## src/rtl/wb_pkg.sv

```systemverilog
// Shared types and helpers for the Wishbone shared-bus arbiter.
// Holds the arbiter state encoding and the grant-index width helper.
package wb_pkg;

    typedef enum logic [0:0] {
        ARB_IDLE    = 1'b0,
        ARB_GRANTED = 1'b1
    } arb_state_t;

    // Width of a binary master index; never narrower than one bit.
    function automatic int idx_width(input int n);
        if (n > 1) begin
            return $clog2(n);
        end else begin
            return 1;
        end
    endfunction

endpackage

```

## src/rtl/wb_rr_picker.sv

```systemverilog
// Round-robin picker: returns the one-hot grant for the first requester
// found searching upward from last_gnt+1 with wrap-around.
module wb_rr_picker
    import wb_pkg::*;
#(
    parameter  int MASTER_NUM = 4,
    localparam int IDX_W      = idx_width(MASTER_NUM)
) (
    input  logic [MASTER_NUM-1:0] req,
    input  logic [IDX_W-1:0]      last_gnt,
    output logic [MASTER_NUM-1:0] next_gnt
);

    logic             found;
    logic [IDX_W-1:0] idx;

    // Rotating priority search; the previous owner is examined last.
    always_comb begin
        next_gnt = '0;
        found    = 1'b0;
        idx      = '0;
        for (int i = 1; i <= MASTER_NUM; i++) begin
            idx = IDX_W'((int'(last_gnt) + i) % MASTER_NUM);
            if (!found && req[idx]) begin
                next_gnt[idx] = 1'b1;
                found         = 1'b1;
            end else begin
                found = found;
            end
        end
    end

endmodule

```

## src/rtl/wb_arbiter.sv

```systemverilog
// Round-robin Wishbone arbiter sharing one slave among MASTER_NUM masters.
// A grant is held for the whole CYC tenure, so multi-phase cycles never split.
module wb_arbiter
    import wb_pkg::*;
#(
    parameter  int ADDR_WIDTH = 16,
    parameter  int DATA_WIDTH = 32,
    parameter  int GRANULE    = 8,
    parameter  int MASTER_NUM = 4,
    localparam int SEL_WIDTH  = DATA_WIDTH / GRANULE,
    localparam int IDX_W      = idx_width(MASTER_NUM)
) (
    input  logic                             clk_i,
    input  logic                             rst_i,
    input  logic [MASTER_NUM-1:0]            m_cyc_i,
    input  logic [MASTER_NUM-1:0]            m_stb_i,
    input  logic [MASTER_NUM-1:0]            m_we_i,
    input  logic [MASTER_NUM*ADDR_WIDTH-1:0] m_adr_i,
    input  logic [MASTER_NUM*DATA_WIDTH-1:0] m_dat_i,
    input  logic [MASTER_NUM*SEL_WIDTH-1:0]  m_sel_i,
    output logic [DATA_WIDTH-1:0]            m_dat_o,
    output logic [MASTER_NUM-1:0]            m_ack_o,
    output logic                             s_cyc_o,
    output logic                             s_stb_o,
    output logic                             s_we_o,
    output logic [ADDR_WIDTH-1:0]            s_adr_o,
    output logic [DATA_WIDTH-1:0]            s_dat_o,
    output logic [SEL_WIDTH-1:0]             s_sel_o,
    input  logic [DATA_WIDTH-1:0]            s_dat_i,
    input  logic                             s_ack_i,
    output logic [MASTER_NUM-1:0]            gnt_o
);

    arb_state_t            state;
    arb_state_t            next_state;
    logic [MASTER_NUM-1:0] gnt;
    logic [MASTER_NUM-1:0] next_gnt;
    logic [IDX_W-1:0]      gnt_idx;
    logic [IDX_W-1:0]      next_idx;
    logic [IDX_W-1:0]      last_gnt;
    logic [IDX_W-1:0]      next_last;
    logic [MASTER_NUM-1:0] pick;
    logic [IDX_W-1:0]      pick_idx;

    wb_rr_picker #(
        .MASTER_NUM (MASTER_NUM)
    ) u_picker (
        .req      (m_cyc_i),
        .last_gnt (last_gnt),
        .next_gnt (pick)
    );

    // Binary index of the picked master, kept alongside the one-hot grant.
    always_comb begin
        pick_idx = '0;
        for (int i = 0; i < MASTER_NUM; i++) begin
            if (pick[i]) begin
                pick_idx = IDX_W'(i);
            end else begin
                pick_idx = pick_idx;
            end
        end
    end

    // Next-state logic: the owner keeps the bus until it drops its own CYC.
    always_comb begin
        next_state = state;
        next_gnt   = gnt;
        next_idx   = gnt_idx;
        next_last  = last_gnt;
        case (state)
            ARB_IDLE: begin
                if (|m_cyc_i) begin
                    next_state = ARB_GRANTED;
                    next_gnt   = pick;
                    next_idx   = pick_idx;
                end else begin
                    next_gnt   = '0;
                end
            end
            ARB_GRANTED: begin
                if (m_cyc_i[gnt_idx]) begin
                    next_state = ARB_GRANTED;
                end else begin
                    next_state = ARB_IDLE;
                    next_gnt   = '0;
                    next_last  = gnt_idx;
                end
            end
            default: begin
                next_state = ARB_IDLE;
                next_gnt   = '0;
            end
        endcase
    end

    // State, grant and round-robin pointer registers.
    always_ff @(posedge clk_i) begin
        if (rst_i) begin
            state    <= ARB_IDLE;
            gnt      <= '0;
            gnt_idx  <= '0;
            last_gnt <= IDX_W'(MASTER_NUM - 1);
        end else begin
            state    <= next_state;
            gnt      <= next_gnt;
            gnt_idx  <= next_idx;
            last_gnt <= next_last;
        end
    end

    assign gnt_o   = gnt;
    assign m_dat_o = s_dat_i;

    // Slave-side mux and ack routing; everything is quiet while idle,
    // so a stray slave ack never reaches a master.
    always_comb begin
        s_cyc_o = 1'b0;
        s_stb_o = 1'b0;
        s_we_o  = 1'b0;
        s_adr_o = '0;
        s_dat_o = '0;
        s_sel_o = '0;
        m_ack_o = '0;
        if (state == ARB_GRANTED) begin
            s_cyc_o = m_cyc_i[gnt_idx];
            s_stb_o = m_stb_i[gnt_idx] & m_cyc_i[gnt_idx];
            s_we_o  = m_we_i[gnt_idx];
            s_adr_o = m_adr_i[gnt_idx*ADDR_WIDTH +: ADDR_WIDTH];
            s_dat_o = m_dat_i[gnt_idx*DATA_WIDTH +: DATA_WIDTH];
            s_sel_o = m_sel_i[gnt_idx*SEL_WIDTH +: SEL_WIDTH];
            m_ack_o = gnt & {MASTER_NUM{s_ack_i & m_cyc_i[gnt_idx]}};
        end else begin
            m_ack_o = '0;
        end
    end

endmodule

```

## config.mk

```make
export PLATFORM = sky130hd
export DESIGN_NAME = wb_arbiter
export DESIGN_NICKNAME = d
export VERILOG_FILES = /design/src/rtl/wb_pkg.sv /design/src/rtl/wb_rr_picker.sv /design/src/rtl/wb_arbiter.sv
export SDC_FILE = /design/constraint.sdc
export NUM_CORES = 1
export LEC_CHECK = 0
export CAP_MARGIN = 20
export CELL_PAD_IN_SITES_DETAIL_PLACEMENT = 0
export CELL_PAD_IN_SITES_GLOBAL_PLACEMENT = 1
export CORE_AREA = 2 2 135 137
export DETAILED_ROUTE_END_ITERATION = 8
export DIE_AREA = 0 0 137 139
export GPL_ROUTABILITY_DRIVEN = 0
export PLACE_DENSITY = 0.75
export SYNTH_ARGS = -nofsm -noshare
export SYNTH_HDL_FRONTEND = slang
export SYNTH_SLANG_ARGS = --single-unit
```

## constraint.sdc

```tcl
create_clock -name clk_i -period 2.7 [get_ports clk_i]
set_input_delay 0.54 -clock clk_i [delete_from_list [all_inputs] [get_ports clk_i]]
set_output_delay 0.54 -clock clk_i [all_outputs]
set_load 0.02 [all_outputs]
```

=== Yosys cells after proc, flatten, opt, wreduce, memory -nomap -nowiden ===
Cells that the tools add are included.

* Flip-flop bits (word level): 9
* RAM bits: 0
* Logic and storage cells: 87
* Bits of input ports: 255
* Memories: 0
* Latch bits: 0
* ROM bits: 0
* Output and inout port bits: 95

* Order comparisons: 9
* Equality and inequality tests: 1
* Div/mod/pow operators: 0
* Shift operators: 3
* Bitwise operators: 8
* Reduce and logical (&&, ||, !) cells: 13
* $add $sub $neg: 4
* $mul: 0
* Multiplexer cells: 45

{| class="wikitable"
|+ Operator list
! operator !! count
|-
| $shiftx 128x8->32 || 1
|-
| $shiftx 64x7->16 || 1
|-
| $mux 32 || 1
|-
| $mux 4 || 8
|-
| $mux 1 || 20
|-
| $mux 16 || 1
|-
| $shiftx 16x5->4 || 1
|-
| $lt 2x3->1 const B || 5
|-
| $bmux 1 s2 || 7
|-
| $or 4x4->4 || 3
|-
| $demux 1 s2 || 4
|-
| $ge 2x1->1 const B || 4
|-
| $pmux 4 s2 || 1
|-
| $logic_and 1x1->1 || 7
|-
| $add 2x1->2 const B || 2
|-
| $add 2x2->2 const B || 2
|-
| $and 4x4->4 || 1
|-
| $mux 2 || 2
|-
| $reduce_and 2->1 || 2
|-
| $reduce_or 4->1 || 1
|-
| $logic_not 1->1 || 3
|-
| $and 1x1->1 || 2
|-
| $ne 2x2->1 const B || 1
|-
| $not 1->1 || 2
|-
| $pmux 1 s2 || 1
|}

=== Depth between registers and ports, before layout ===
Gate-level depths: netlist of run 1.

* Word-level depth: 16
* Depth in mapped cells: 9

=== Modules after synthesis ===
Synthesis of run 1 repeated with hierarchy kept, for this count alone.

* Cells, all modules: 252
* Area total of the unflattened synthesis: 2776.4 µm²

{| class="wikitable"
|+ Modules (own cells, without submodules)
! module !! sequential area each (µm²) !! cells each !! times used !! area each (µm²)
|-
| wb_arbiter || 180.2 || 214 || 1 || 2418.6
|-
| wb_rr_picker || 0.0 || 38 || 1 || 357.8
|}

=== Worst setup path before layout of run 1 ===
No wires, ideal clock.

* Path type: register to register
* From: register last_gnt[0]
* To: register gnt[2] (netlist: gnt_o[2])
* Path buffers: 2
* Stages on the path, launching flop included: 10
* Period minus slack after synthesis: 2.467 ns
* Arrival time: 2.400 ns
* Setup slack: 0.233 ns
* Cell sequence: dfxtp_1 buf_6 inv_1 ha_1 mux4_2 buf_6 or3b_4 o221a_4 a211o_1 a21oi_2

* Word-level cells in the longest chain between the ends: 15
* Elaborated cells on any way between the ends: 50

{| class="wikitable"
|+ RTL lines
! element !! RTL line !! text
|-
| start, declared || wb_arbiter.sv:40 || <nowiki>logic [IDX_W-1:0] last_gnt;</nowiki>
|-
| start signal, assigned || wb_arbiter.sv:103 || <nowiki>last_gnt <= IDX_W'(MASTER_NUM - 1);</nowiki>
|-
| start signal, assigned || wb_arbiter.sv:108 || <nowiki>last_gnt <= next_last;</nowiki>
|-
| branches (longest 12 deep; another with $lt 2x3->1) || n/a ||
|-
| $mux 4 * || wb_rr_picker.sv:24 || <nowiki>if (!found && req[idx]) begin</nowiki>
|-
| $mux 4 * || wb_arbiter.sv:73 || <nowiki>if (|m_cyc_i) begin</nowiki>
|-
| $pmux 4 s2 * || wb_arbiter.sv:71 || <nowiki>case (state)</nowiki>
|-
| end signal, assigned || wb_arbiter.sv:106 || <nowiki>gnt <= next_gnt;</nowiki>
|-
| end, declared || wb_arbiter.sv:36 || <nowiki>logic [MASTER_NUM-1:0] gnt;</nowiki>
|}

Mark *: on every way between the ends. The select of a mux whose other input is x is not followed.
A chain may end at the register's enable or synchronous reset.

=== Final worst setup path of run 1 ===
* From: input port m_dat_i[102]
* To: output port s_dat_o[6]

* Word-level cells in the longest chain between the ends: 2

{| class="wikitable"
|+ RTL lines
! element !! RTL line !! text
|-
| start, declared || wb_arbiter.sv:19 || <nowiki>input logic [MASTER_NUM*DATA_WIDTH-1:0] m_dat_i,</nowiki>
|-
| $shiftx 128x8->32 || wb_arbiter.sv:130 || <nowiki>s_dat_o = m_dat_i[gnt_idx*DATA_WIDTH +: DATA_WIDTH];</nowiki>
|-
| $mux 32 || wb_arbiter.sv:125 || <nowiki>if (state == ARB_GRANTED) begin</nowiki>
|-
| end, declared || wb_arbiter.sv:27 || <nowiki>output logic [DATA_WIDTH-1:0] s_dat_o,</nowiki>
|}

No other way between the ends.

==> results of run 1 <==
placed cells by master (no fill, tap or decap), types with 2 or more instances in the layout:
cell,instances
a211o_1,3
a21oi_1,4
and2_1,55
and3_1,5
buf_16,2
buf_4,18
clkbuf_16,5
clkbuf_2,4
clkdlybuf4s50_1,235
dfxtp_1,6
dfxtp_2,2
dlygate4sd2_1,11
dlymetal6s2s_1,34
ha_1,8
inv_1,7
mux4_2,59
nand2_1,12
nor2_1,7
o21ai_0,3
o221ai_1,2
repair_timing:
item,CTS,global route
setup buffers,0,4
gates cloned,0,2
gates resized for setup,24,42
hold endpoints to repair,0,0
setup endpoints to repair,17,41
sequential cells by signal (all words and copies together), names as in the netlist:
register,cells
state,1
last_gnt,2
gnt_idx,2
gnt_o,4
area by class of cell:
class	instances	area share, %
timing repair buffer	309	54.35
multi-input combinational	171	35.72
tap	229	4.902
sequential	9	3.189
clock buffer	4	1.348
inverter	7	0.4495
antenna	1	0.04281
through the flow:
stage	std cells	power [mW]	util, %
detailed placement	719	1.762	31.65
global placement	719	1.750	31.65
global route	730	2.191	33.11
finish	730	2.065	33.11
CTS	723	2.022	32.08
floorplan	241	1.083	-
worst max-delay path, cell delays in order:
cell and delay [ns]:
clkdlybuf4s50_1 0.44, mux4_2 0.47, and2_1 0.17, clkdlybuf4s50_1 0.53
how the worst max path moves through the flow:
stage                             start               endpoint  slack (ns)  depth (start not counted)
2_1_floorplan  last_gnt[0]$_SDFFE_PP1P_  gnt_o[2]$_SDFFE_PP0N_        0.23                          9
3_3_place_gp                 m_cyc_i[3]             m_ack_o[2]       -0.28                          5
3_5_place_dp                 m_cyc_i[1]             m_ack_o[2]       -0.30                          5
4_1_cts                     m_adr_i[55]             s_adr_o[7]     0.00008                          4
5_1_grt                     m_adr_i[17]             s_adr_o[1]      0.0005                          4
6_report                   m_dat_i[102]             s_dat_o[6]       0.007                          4
routing by layer:
metal	wire length [um]	global-route usage, %	part of all wire [%]
met1	5309	15.49	38
met2	7218	24.09	52
met4	199	2.659	1.4
met5	0	0	0
met3	1237	3.034	8.9
kinds of logic (layout without fill, tap and decap cells):
logic type	after synthesis	after routing	share of synthesized area, %
AND/OR/NAND/NOR	85	85	19.04
AO/OA/AOI/OAI	19	19	5.678
multiplexers	59	59	50.67
buffers and inverters	61	320	13.93
adder cells (fa/ha/maj)	8	8	3.817
other	0	1	0
flip-flops	9	9	6.870
power by group:
group          internal, mW  switching (mW)
combinational         0.986           0.634
clock                 0.198          0.0676
sequential            0.155          0.0253
==> run summary, run 1 <==
Design Area, Final -> 5846 sq um
CP max FO -> 1
area of the multi-input gates -> 2088 sq um
clk slew on worst S/H paths -> 0.04 ns
worst min path class -> flip-flop to flip-flop
Initial DRT Pass Iterations -> 4
Slew Limit Headroom -> 69.46%
synth top area cells -> mux4_2 (51%), and2_1 (13%), buf_4 (9.2%), dfxtp_1 (6.9%), ha_1 (3.8%)
WHS -> 0.4790 ns
die area -> 19040 sq um
syn_nets -> 504
Max Clock Skew -> 0.002535 ns
Worst Setup Start Kind -> input pin
origin of the critical flop-to-flop path -> last_gnt[0]$_SDFFE_PP1P_
Synth top area share -> 50.67%
Rows -> 49
status -> complete, no violations
DR WL/cell -> 19.13 um
final WL -> 13960 um
fin crit share -> 99.74%
total gr overflow -> 0
CTS sink count -> 9
Min-Delay Path Depth -> 2
reg2reg setup slack -> 0.44 ns
DRC viols -> 0
Peak VDD IR -> 0.0003918 V
hpwl dp -> 11560 um
vias per inst -> 4.253
unrepaired setup endpoints after global routing -> no
syn avg cell area -> 10.88 sq um
fill count -> 1780
First DRT Iteration DRCs -> 89
gr usage total -> 13.16%
Sum Neg Setup Slack -> 0 ns
final worst setup slack -> 0.007010 ns
crit path time final -> 2.693 ns
post-synthesis cell type count -> 29
Arrival @ worst endpoint -> 2.15 ns
CORE AREA -> 17660 sq um
r2r endpoint -> gnt_o[2]$_SDFFE_PP0N_
worst slew pin tran -> 0.4540 ns
nets@finish -> 764
Max Root-Sink Buffers -> 2
max-slew violation count -> 0
floorplan die height -> 139 um
Ports -> 350
CTS buffer count -> 3
dominant synthesized flop cell -> dfxtp_1
sequential share of the synthesized area -> 6.870%
Layout area overhead -> 122.9%
YS warnings -> 0
synthesized netlist cell count -> 241
Post-synth top cells -> mux4_2 (59), and2_1 (56), buf_4 (32), clkbuf_1 (12), nand2_1 (12)
final hold vios -> 0
kind of critical path -> input pin to output port
Final ANT Viol Nets -> 0
Power Dens Cells -> 353.3 nW/um^2
vias post-DR -> 3105
layout cells sized above 1 -> 19.80%
Crit path required time -> 2.16 ns
achievable clock frequency -> 371.3 MHz
Async S/R FF share, synth -> 0%
dpl ws -> -0.2985 ns
area occupied by registers -> 186.4 sq um
most frequent cell after synthesis -> mux4_2
vias in the first global route -> 3302
worst r2r path cells -> 7
global-route wire length before repair -> 19340 um
Max Cap Violations -> 0
Post-synth EDFFs -> 0
Synth area leader -> mux4_2
initial antenna violation count -> 1
CTS tree -> done
synthesized cell area -> 2623 sq um
flops & latches, synth -> 9
worst hold path startpoint -> gnt_o[1]$_SDFFE_PP0N_
Die Wd -> 137 um
H-Tree Depth -> 1
critical path endpoint category -> output port
# hold bufs at CTS -> 0
Root Driver -> clkbuf_16
initial core utilization -> 14.85%
worst hold endpoint -> gnt_o[1]$_SDFFE_PP0N_
worst skew pair latency -> 0.24 ns
largest net degree at the start of global routing -> 35
dpl cell area -> 5589 sq um
Leakage Power -> 2.610 nW
final setup fails -> 0
Port-buffer cells -> 285
No activity file was read; power rests on OpenSTA's default activity.
==> run 2, diff against run 1 <==
--- a/config.mk
+++ b/config.mk
@@ -13,6 +13,7 @@
 export DIE_AREA = 0 0 137 139
 export GPL_ROUTABILITY_DRIVEN = 0
 export PLACE_DENSITY = 0.75
+export SETUP_SLACK_MARGIN = 0.5
 export SYNTH_ARGS = -nofsm -noshare
 export SYNTH_HDL_FRONTEND = slang
 export SYNTH_SLANG_ARGS = --single-unit
==> run summary, run 2 (synthesis results as in run 1) <==
status -> complete, no violations
total gr overflow -> 0 (unchanged)
H-Tree Depth -> 1 (unchanged)
Die Wd -> 137 um (unchanged)
final setup fails -> 0 (unchanged)
gr usage total -> 14.25% (+1.1 points)
# hold bufs at CTS -> 0 (unchanged)
Worst Setup Start Kind -> input pin
Max Root-Sink Buffers -> 2 (unchanged)
global-route wire length before repair -> 20760 um (+7.3%)
layout cells sized above 1 -> 46.72% (+27 points)
Final ANT Viol Nets -> 0 (unchanged)
max-slew violation count -> 0 (unchanged)
most frequent cells in the layout -> clkdlybuf4s50_1 (130), dlygate4sd2_1 (92), buf_6 (72)
final WL -> 14890 um (+6.7%)
Pwr Total -> 2.392 mW (+16%)
Layout area overhead -> 136.7%
Port-buffer cells -> 285 (unchanged)
crit path time final -> 2.319 ns (-0.3741 ns)
achievable clock frequency -> 431.2 MHz (+16%)
vias post-DR -> 3235 (+4.2%)
kind of critical path -> input pin to output port
unrepaired setup endpoints after global routing -> yes
Arrival @ worst endpoint -> 1.78 ns (-0.37 ns)
Ports -> 350 (unchanged)
critical path endpoint category -> output port
fill count -> 1813 (+1.9%)
CP max FO -> 1 (unchanged)
DR WL/cell -> 19.91 um (+4.1%)
largest net degree at the start of global routing -> 58 (+66%)
final worst setup slack -> 0.3811 ns (+0.3741 ns)
commonest non-fill, non-tap cell in the layout -> clkdlybuf4s50_1
Slew Limit Headroom -> 63.69% (-5.8 points)
worst min path class -> flip-flop to flip-flop
max FFs per register -> 4 (unchanged)
Rows -> 49 (unchanged)
Initial DRT Pass Iterations -> 4 (unchanged)
vias in the first global route -> 3445 (+4.3%)
hpwl dp -> 11810 um (+2.2%)
Root Driver -> clkbuf_16
CORE AREA -> 17660 sq um (unchanged)
initial core utilization -> 14.85% (unchanged)
final hold vios -> 0 (unchanged)
Max Cap Violations -> 0 (unchanged)
die area -> 19040 sq um (unchanged)
First DRT Iteration DRCs -> 88 (-1.1%)
CTS sink count -> 9 (unchanged)
Max Clock Skew -> 0.003146 ns (+0.0006106 ns)
dpl cell area -> 5640 sq um (+0.92%)
CTS tree -> done
fin crit share -> 85.88% (-14 points)
worst slew pin tran -> 0.5397 ns (+0.08568 ns)
Design Area, Final -> 6207 sq um (+6.2%)
worst skew pair latency -> 0.23 ns (about the same)
initial antenna violation count -> 4 (+3)
CTS buffer count -> 3 (unchanged)
nets@finish -> 782 (+2.4%)
vias per inst -> 4.325 (+1.7%)
Power Dens Cells -> 385.4 nW/um^2 (+9.1%)
clk slew on worst S/H paths -> 0.04 ns (about the same)
dpl ws -> -0.2999 ns (-0.001393 ns)
floorplan die height -> 139 um (unchanged)
DRC viols -> 0 (unchanged)
Peak VDD IR -> 0.0004085 V (+4.3%)
Crit path required time -> 2.16 ns (about the same)
Leakage Power -> 2.522 nW (-3.4%)
[run 2: final cells by class]
class / count / area (sq um) / area share (%)
flip-flops and latches: 9 / 193.9 / 3.124
inverters: 7 / 28.78 / 0.4636
repair buffers: 327 / 3336 / 53.74
clock buffers: 4 / 78.83 / 1.270
diodes: 1 / 2.502 / 0.04031
well taps: 229 / 286.5 / 4.616
multi-input cells: 171 / 2281 / 36.75
[run 2: final timing paths]
check / startpoint / end / slack (ns) / cells past startpoint
max: m_adr_i[50] / s_adr_o[2] / 0.38 / 4
min: gnt_o[0]$_SDFFE_PP0N_ / gnt_o[0]$_SDFFE_PP0N_ / 0.48 / 2
max reg2reg: last_gnt[0]$_SDFFE_PP1P_ / gnt_o[2]$_SDFFE_PP0N_ / 0.54 / 7
min reg2reg: gnt_o[0]$_SDFFE_PP0N_ / gnt_o[0]$_SDFFE_PP0N_ / 0.48 / 2
[run 2: repair_timing]
item                                    in CTS  in global routing
endpoints found under the setup margin      65                 62
gates resized for setup                    477                 66
pin swaps                                    8                  7
setup buffers                               13                  6
cloned                                       4                  1
[run 2: metrics by stage]
step / std cells / hold WS (ns) / TNS (ns) / util (%)
after CTS: 740 / 0.4743 / 0 / 33.57
final: 748 / 0.4794 / 0 / 35.15
after floorplan: 241 / 0.5320 / 0 / -
after global routing: 747 / 0.5073 / 0 / 35.14
after global placement: 719 / 0.4732 / -1.736 / 31.94
after detailed placement: 719 / 0.4698 / -2.036 / 31.94
[run 2: worst max-delay path, cell delays in order]
cell	delay, ns
clkdlybuf4s50_1	0.45
mux4_2	0.49
and2_4	0.17
buf_6	0.12
[run 2: power by group]
part           leakage (nW)  internal (mW)  switching (mW)  total (mW)
Sequential           0.0752          0.156          0.0322       0.188
Clock                0.0382          0.197          0.0647       0.262
Combinational          2.41           1.19           0.748        1.94
Total                  2.52           1.55           0.845        2.39
[run 2: layer usage]
layer  wire (um)  track usage (%)
met1        5914            17.82
met2        7661            26.11
met3        1245            2.741
met4          73            1.031
met5           0                0
